File: src/rtl/pt2262_tx_sequencer_if.sv
// Bus bundle between the PT2262 frame sequencer and its user.
//   osc       : oscillator square wave (rising edge = one osc tick)
//   te        : transmit enable, level-sensitive
//   code      : 12 trits, 2 bits each, trit 0 in code[1:0]
//   dout      : serial PT2262 waveform
//   busy      : high from word start until the final word ends
//   word_done : one-clk pulse at the end of each word's sync bit
// master drives osc/te/code, slave (the sequencer) drives the rest.
interface pt2262_tx_sequencer_if;
  logic        osc;
  logic        te;
  logic [23:0] code;
  logic        dout;
  logic        busy;
  logic        word_done;

  modport master (output osc, te, code, input dout, busy, word_done);
  modport slave  (input osc, te, code, output dout, busy, word_done);
endinterface

File: src/rtl/pt2262_tx_sequencer.sv
// PT2262-compatible frame sequencer. Each rising edge of bus.osc is one
// phase step. A word is 12 trits of 32 ticks followed by a 128-tick sync
// bit (512 ticks). Words repeat back to back while te is high, and at least
// MIN_WORDS words go out per activation.
// Ports:
//   clk  : system clock
//   reset: asynchronous, active-high
//   bus  : slave side of pt2262_tx_sequencer_if (osc, te, code in;
//          dout, busy, word_done out)
module pt2262_tx_sequencer #(
  parameter int MIN_WORDS = 4
) (
  input  logic                   clk,
  input  logic                   reset,
  pt2262_tx_sequencer_if.slave   bus
);

  typedef enum logic [1:0] {S_IDLE, S_BIT, S_SYNC} state_t;

  localparam logic [3:0] MW = 4'(MIN_WORDS);

  state_t      state, state_n;
  logic [6:0]  p, p_n;
  logic [3:0]  idx, idx_n;
  logic [3:0]  wc, wc_n, wc_inc;
  logic [23:0] code_r, code_n;
  logic        osc_q, tick;
  logic        dout_r, dout_n;
  logic        wd_r, wd_n;
  logic        busy_c;
  logic [1:0]  trit_n;
  logic        long_n;

  assign tick   = bus.osc & ~osc_q;
  // Word count saturates so a long te hold cannot wrap it.
  assign wc_inc = (wc == MW) ? wc : wc + 4'd1;

  // State register plus registered outputs.
  always_ff @(posedge clk or posedge reset) begin
    if (reset) begin
      state  <= S_IDLE;
      p      <= '0;
      idx    <= '0;
      wc     <= '0;
      code_r <= '0;
      osc_q  <= 1'b0;
      dout_r <= 1'b0;
      wd_r   <= 1'b0;
    end else begin
      osc_q  <= bus.osc;
      state  <= state_n;
      p      <= p_n;
      idx    <= idx_n;
      wc     <= wc_n;
      code_r <= code_n;
      wd_r   <= wd_n;
      // dout only moves on ticks, so it is flat between osc edges.
      if (tick) dout_r <= dout_n;
    end
  end

  // Next-state logic: everything holds unless this clk carries a tick.
  always_comb begin
    state_n = state;
    p_n     = p;
    idx_n   = idx;
    wc_n    = wc;
    code_n  = code_r;
    if (tick) begin
      unique case (state)
        S_IDLE: begin
          if (bus.te) begin
            state_n = S_BIT;
            code_n  = bus.code;
            p_n     = '0;
            idx_n   = '0;
            wc_n    = '0;
          end
        end
        S_BIT: begin
          if (p == 7'd31) begin
            p_n = '0;
            if (idx == 4'd11) begin
              state_n = S_SYNC;
              idx_n   = '0;
            end else begin
              idx_n = idx + 4'd1;
            end
          end else begin
            p_n = p + 7'd1;
          end
        end
        S_SYNC: begin
          if (p == 7'd127) begin
            p_n   = '0;
            idx_n = '0;
            wc_n  = wc_inc;
            if (bus.te || (wc_inc < MW)) begin
              state_n = S_BIT;
              code_n  = bus.code;
            end else begin
              state_n = S_IDLE;
            end
          end else begin
            p_n = p + 7'd1;
          end
        end
        default: state_n = S_IDLE;
      endcase
    end
  end

  // Output logic. The waveform is evaluated on the *next* state so the
  // registered dout already shows the new phase on the tick edge.
  always_comb begin
    trit_n = 2'(code_n >> {idx_n, 1'b0});
    // '1' is long/long; 'F' (01 or 10) is short then long.
    long_n = (trit_n == 2'b11) | (p_n[4] & (trit_n[0] ^ trit_n[1]));
    dout_n = 1'b0;
    unique case (state_n)
      S_BIT:   dout_n = long_n ? (p_n[3:0] < 4'd12) : (p_n[3:0] < 4'd4);
      S_SYNC:  dout_n = (p_n < 7'd4);
      default: dout_n = 1'b0;
    endcase
    wd_n   = tick & (state == S_SYNC) & (p == 7'd127);
    busy_c = (state != S_IDLE);
  end

  assign bus.dout      = dout_r;
  assign bus.busy      = busy_c;
  assign bus.word_done = wd_r;

endmodule

File: src/flat_wrapper.sv
// flat-port wrapper written by rule: the top's interface ports become plain ports
module pt2262_tx_sequencer_flat 
#(
  parameter int MIN_WORDS = 4
)
  (clk, reset, bus_osc, bus_te, bus_code, bus_dout, bus_busy, bus_word_done);
  pt2262_tx_sequencer_if bus_i ();
  input  logic clk;
  input  logic reset;
  input wire logic [$bits(bus_i.osc)-1:0] bus_osc;
  input wire logic [$bits(bus_i.te)-1:0] bus_te;
  input wire logic [$bits(bus_i.code)-1:0] bus_code;
  output wire logic [$bits(bus_i.dout)-1:0] bus_dout;
  output wire logic [$bits(bus_i.busy)-1:0] bus_busy;
  output wire logic [$bits(bus_i.word_done)-1:0] bus_word_done;
  assign bus_i.osc = bus_osc;
  assign bus_i.te = bus_te;
  assign bus_i.code = bus_code;
  assign bus_dout = bus_i.dout;
  assign bus_busy = bus_i.busy;
  assign bus_word_done = bus_i.word_done;
  pt2262_tx_sequencer #(.MIN_WORDS(MIN_WORDS)) u_core (.clk(clk), .reset(reset), .bus(bus_i));
endmodule
File: config.mk
export PLATFORM = sky130hd
export DESIGN_NAME = pt2262_tx_sequencer_flat
export DESIGN_NICKNAME = d
export VERILOG_FILES = /design/src/rtl/pt2262_tx_sequencer_if.sv /design/src/rtl/pt2262_tx_sequencer.sv /design/src/flat_wrapper.sv
export SDC_FILE = /design/constraint.sdc
export NUM_CORES = 1
export LEC_CHECK = 0
export CAP_MARGIN = 20
export CELL_PAD_IN_SITES_DETAIL_PLACEMENT = 0
export CELL_PAD_IN_SITES_GLOBAL_PLACEMENT = 2
export CORE_UTILIZATION = 36
export DETAILED_ROUTE_END_ITERATION = 16
export PLACE_DENSITY_LB_ADDON = 0.1
export SLEW_MARGIN = 20
export SYNTH_ARGS = -nofsm -noshare
export SYNTH_HDL_FRONTEND = slang
export SYNTH_SLANG_ARGS = --single-unit
File: constraint.sdc
create_clock -name clk -period 4.2 [get_ports clk]
set_input_delay 0.84 -clock clk [delete_from_list [all_inputs] [get_ports clk]]
set_output_delay 0.84 -clock clk [all_outputs]
set_load 0.02 [all_outputs]
==> run summary <==
HP Class: reg -> reg
Setup CP Type: reg -> reg
Worst path max stage delay: 0.59 ns
Yosys cell types: 54
CTS tree: done
Clock Skews: 0.005129 ns
routed vias/inst: 5.380
CTS Hold Bufs: 0
outcome: finished, final reports clean
Routed WL: 5678 um
synth-to-layout area growth: 27.58%
Chip Width: 84.64 um
Mapped Area: 2459 sq um
sequential element share of the synthesized area: 44.78%
clock latency on the worst-skew pair: 0.29 ns
Top Ports: 31
initial core utilization: 38.07%
GPL Wtd Cong: 0.7762
FF-to-FF path depth: 13
fin. max-slew vios: 0
Static Leak: 1.396 nW
gr usage total: 17.33%
CORE AREA: 6459 sq um
Worst Path Max Fanout: 7
Fin Hold WS: 0.4939 ns
vias in the first global route: 1,936
final setup violation count: 0
CP delay by family, top: adder cells
DRC errors left: 0
CTS Buf Count: 5
critical path depth: 13
ys async rst share: 100.0%
Final Hold Violating Endpoints: 0
DR vias: 1,969
Die H: 84.64 um
syn_nets: 271
fmax: 254.0 MHz
maximum vdd drop: 216.0 uV
# port buffers: 30
1st-iter DRT viols: 137
startpoint types: flip-flop
Synth Register Bits: 44
post-route ant nets: 0
slowest CP cell: or4_4
largest net degree at the start of global routing: 45
Finished Layout Cells: 366
Worst slew margin: 61.58%
cell count of the worst hold path: 1
Cell Chain, Critical Path: ha_2 > nand4_2 > or4_4 > o2bb2ai_4 > buf_6 > mux2_4 > mux4_2 > o32a_1 > ha_1 > a21o_1 > nand2_1 > maj3_2 > o41ai_2
pwr/cell area: 386.1 nW/um^2
Syn Area/Cell: 10.42 sq um
Max clock buf depth: 2
n_diodes: 0
min Tclk post-route: 3.937 ns
worst reg-to-reg setup slack: 0.26 ns
Inst Count DP: 357
row count: 29
DIE AREA: 7164 sq um
final cycle utilization of the critical path: 93.74%
drt wl/cell: 15.51 um
Synth Instances: 236
fin nets: 324
H-tree Lvls: 2
Post-synth EDFFs: 0
max-cap viol count: 0
Clock Sinks: 44
drt first pass iters: 4
ratio of cells with drive above 1 in the final layout: 23.53%
yosys warns: 0
RSZ-0062 raised after global routing: no
initial antenna violation count: 0
first-pass GRT wire length: 9722 um
grt total ovfl: 0
Root Driver: clkbuf_8
critical path arrival: 4.13 ns
Worst-Margin Slew: 0.5763 ns
WP data required: 4.39 ns
main flop type after synthesis: dfrtp_1
Worst-path clk slew: 0.08 ns
CP Capture Type: flip-flop
placed wire-length estimate: 4373 um
Worst Path Buf+Inv: 1
-- cell type report --
cell class,count,area [sq um]
tap,77,96.34
sequential,44,1101
timing repair buffer,54,496.7
multi-input combinational,171,1313
fill,626,3322
clock inverter,2,12.51
inverter,13,48.80
clock buffer,5,68.82
-- metrics by stage --
step / cell area, sq um / setup TNS, ns / total power [W] / utilization [%] / worst slack (ns)
3_5_place_dp: 2979 / -0.3215 / 0.0009545 / 46.13 / -0.3215
3_3_place_gp: 2979 / -0.2568 / 0.0009490 / 46.13 / -0.2568
6_report: 3137 / 0 / 0.001211 / 48.57 / 0.2628
4_1_cts: 3084 / 0 / 0.001223 / 47.75 / 0.008669
5_1_grt: 3137 / 0 / 0.001298 / 48.57 / 0.04767
2_1_floorplan: 2459 / 0 / 0.0008285 / - / 0.3419
-- kinds of logic after synthesis --
family,synth area share [%]
multiplexers,15.01
buffers and inverters,3.663
AND/OR/NAND/NOR,16.74
adder cells (fa/ha/maj),3.969
AO/OA/AOI/OAI,15.83
flip-flops,44.78
-- metal layers --
metal,wire length (um),track usage [%],up-vias
li1,-,-,980
met1,2801,24.40,947
met2,2632,27.12,38
met3,190,3.540,4
met4,54,4.777,0
met5,0,0,-
-- what timing repair did --
item	4_1_cts	5_1_grt
gates resized for setup	3	10
buffers inserted	0	2
gates cloned	0	0
setup endpoints to repair	1	1
pin swaps	0	6
-- synthesized netlist by cell type, drive strengths merged (5+ instances only) --
cell | number | area, sq um
o21ai | 11 | 55.05
nand2b | 6 | 37.54
nand2 | 26 | 97.59
nand3 | 6 | 30.03
mux2i | 5 | 50.05
inv | 13 | 48.79
ha | 7 | 87.58
dfrtp | 44 | 1101
a21oi | 9 | 45.04
nor2 | 14 | 52.55
mux2 | 24 | 274.0
-- registers in the layout, summed over array words and instances (netlist names) --
register and flops:
u_core.p 7, u_core.osc_q 1, u_core.bus.word_done 1, u_core.state 2, u_core.bus.dout 1, u_core.idx 4
u_core.code_r 24, u_core.wc 4
-- worst paths after layout --
check | to | startpoint
max in group asynchronous | u_core.p[3]$_DFF_PP0_ | reset
hold reg to reg | u_core.code_r[2]$_DFF_PP0_ | u_core.code_r[2]$_DFF_PP0_
min in group asynchronous | u_core.bus.word_done$_DFF_PP0_ | reset
setup reg to reg | u_core.bus.dout$_DFFE_PP0P_ | u_core.p[0]$_DFFE_PP0P_
setup / recovery | u_core.bus.dout$_DFFE_PP0P_ | u_core.p[0]$_DFFE_PP0P_
hold / removal | u_core.code_r[2]$_DFF_PP0_ | u_core.code_r[2]$_DFF_PP0_
-- where the power goes --
part           internal [W]  leakage, nW  switching, W
logic              0.000198        0.804      0.000151
clock network      0.000113       0.0400      0.000142
registers          0.000537        0.553     0.0000705
-- layout by cell type (no fill, tap or decap), types with 3 or more instances in the layout --
cell type        count
a211o_1              4
a21o_1               3
a21oi_1              9
a31oi_1              4
a41oi_1              3
buf_4               22
clkbuf_8             5
clkdlybuf4s50_1     28
dfrtp_1             44
ha_1                 6
inv_1               11
mux2_1               3
mux2_2              20
mux2i_1              5
nand2_1             26
nand2b_1             6
nand3_1              6
nor2_1              14
nor3_1               4
nor4_1               3
o21ai_0             11
No activity file was read; power rests on OpenSTA's default activity.
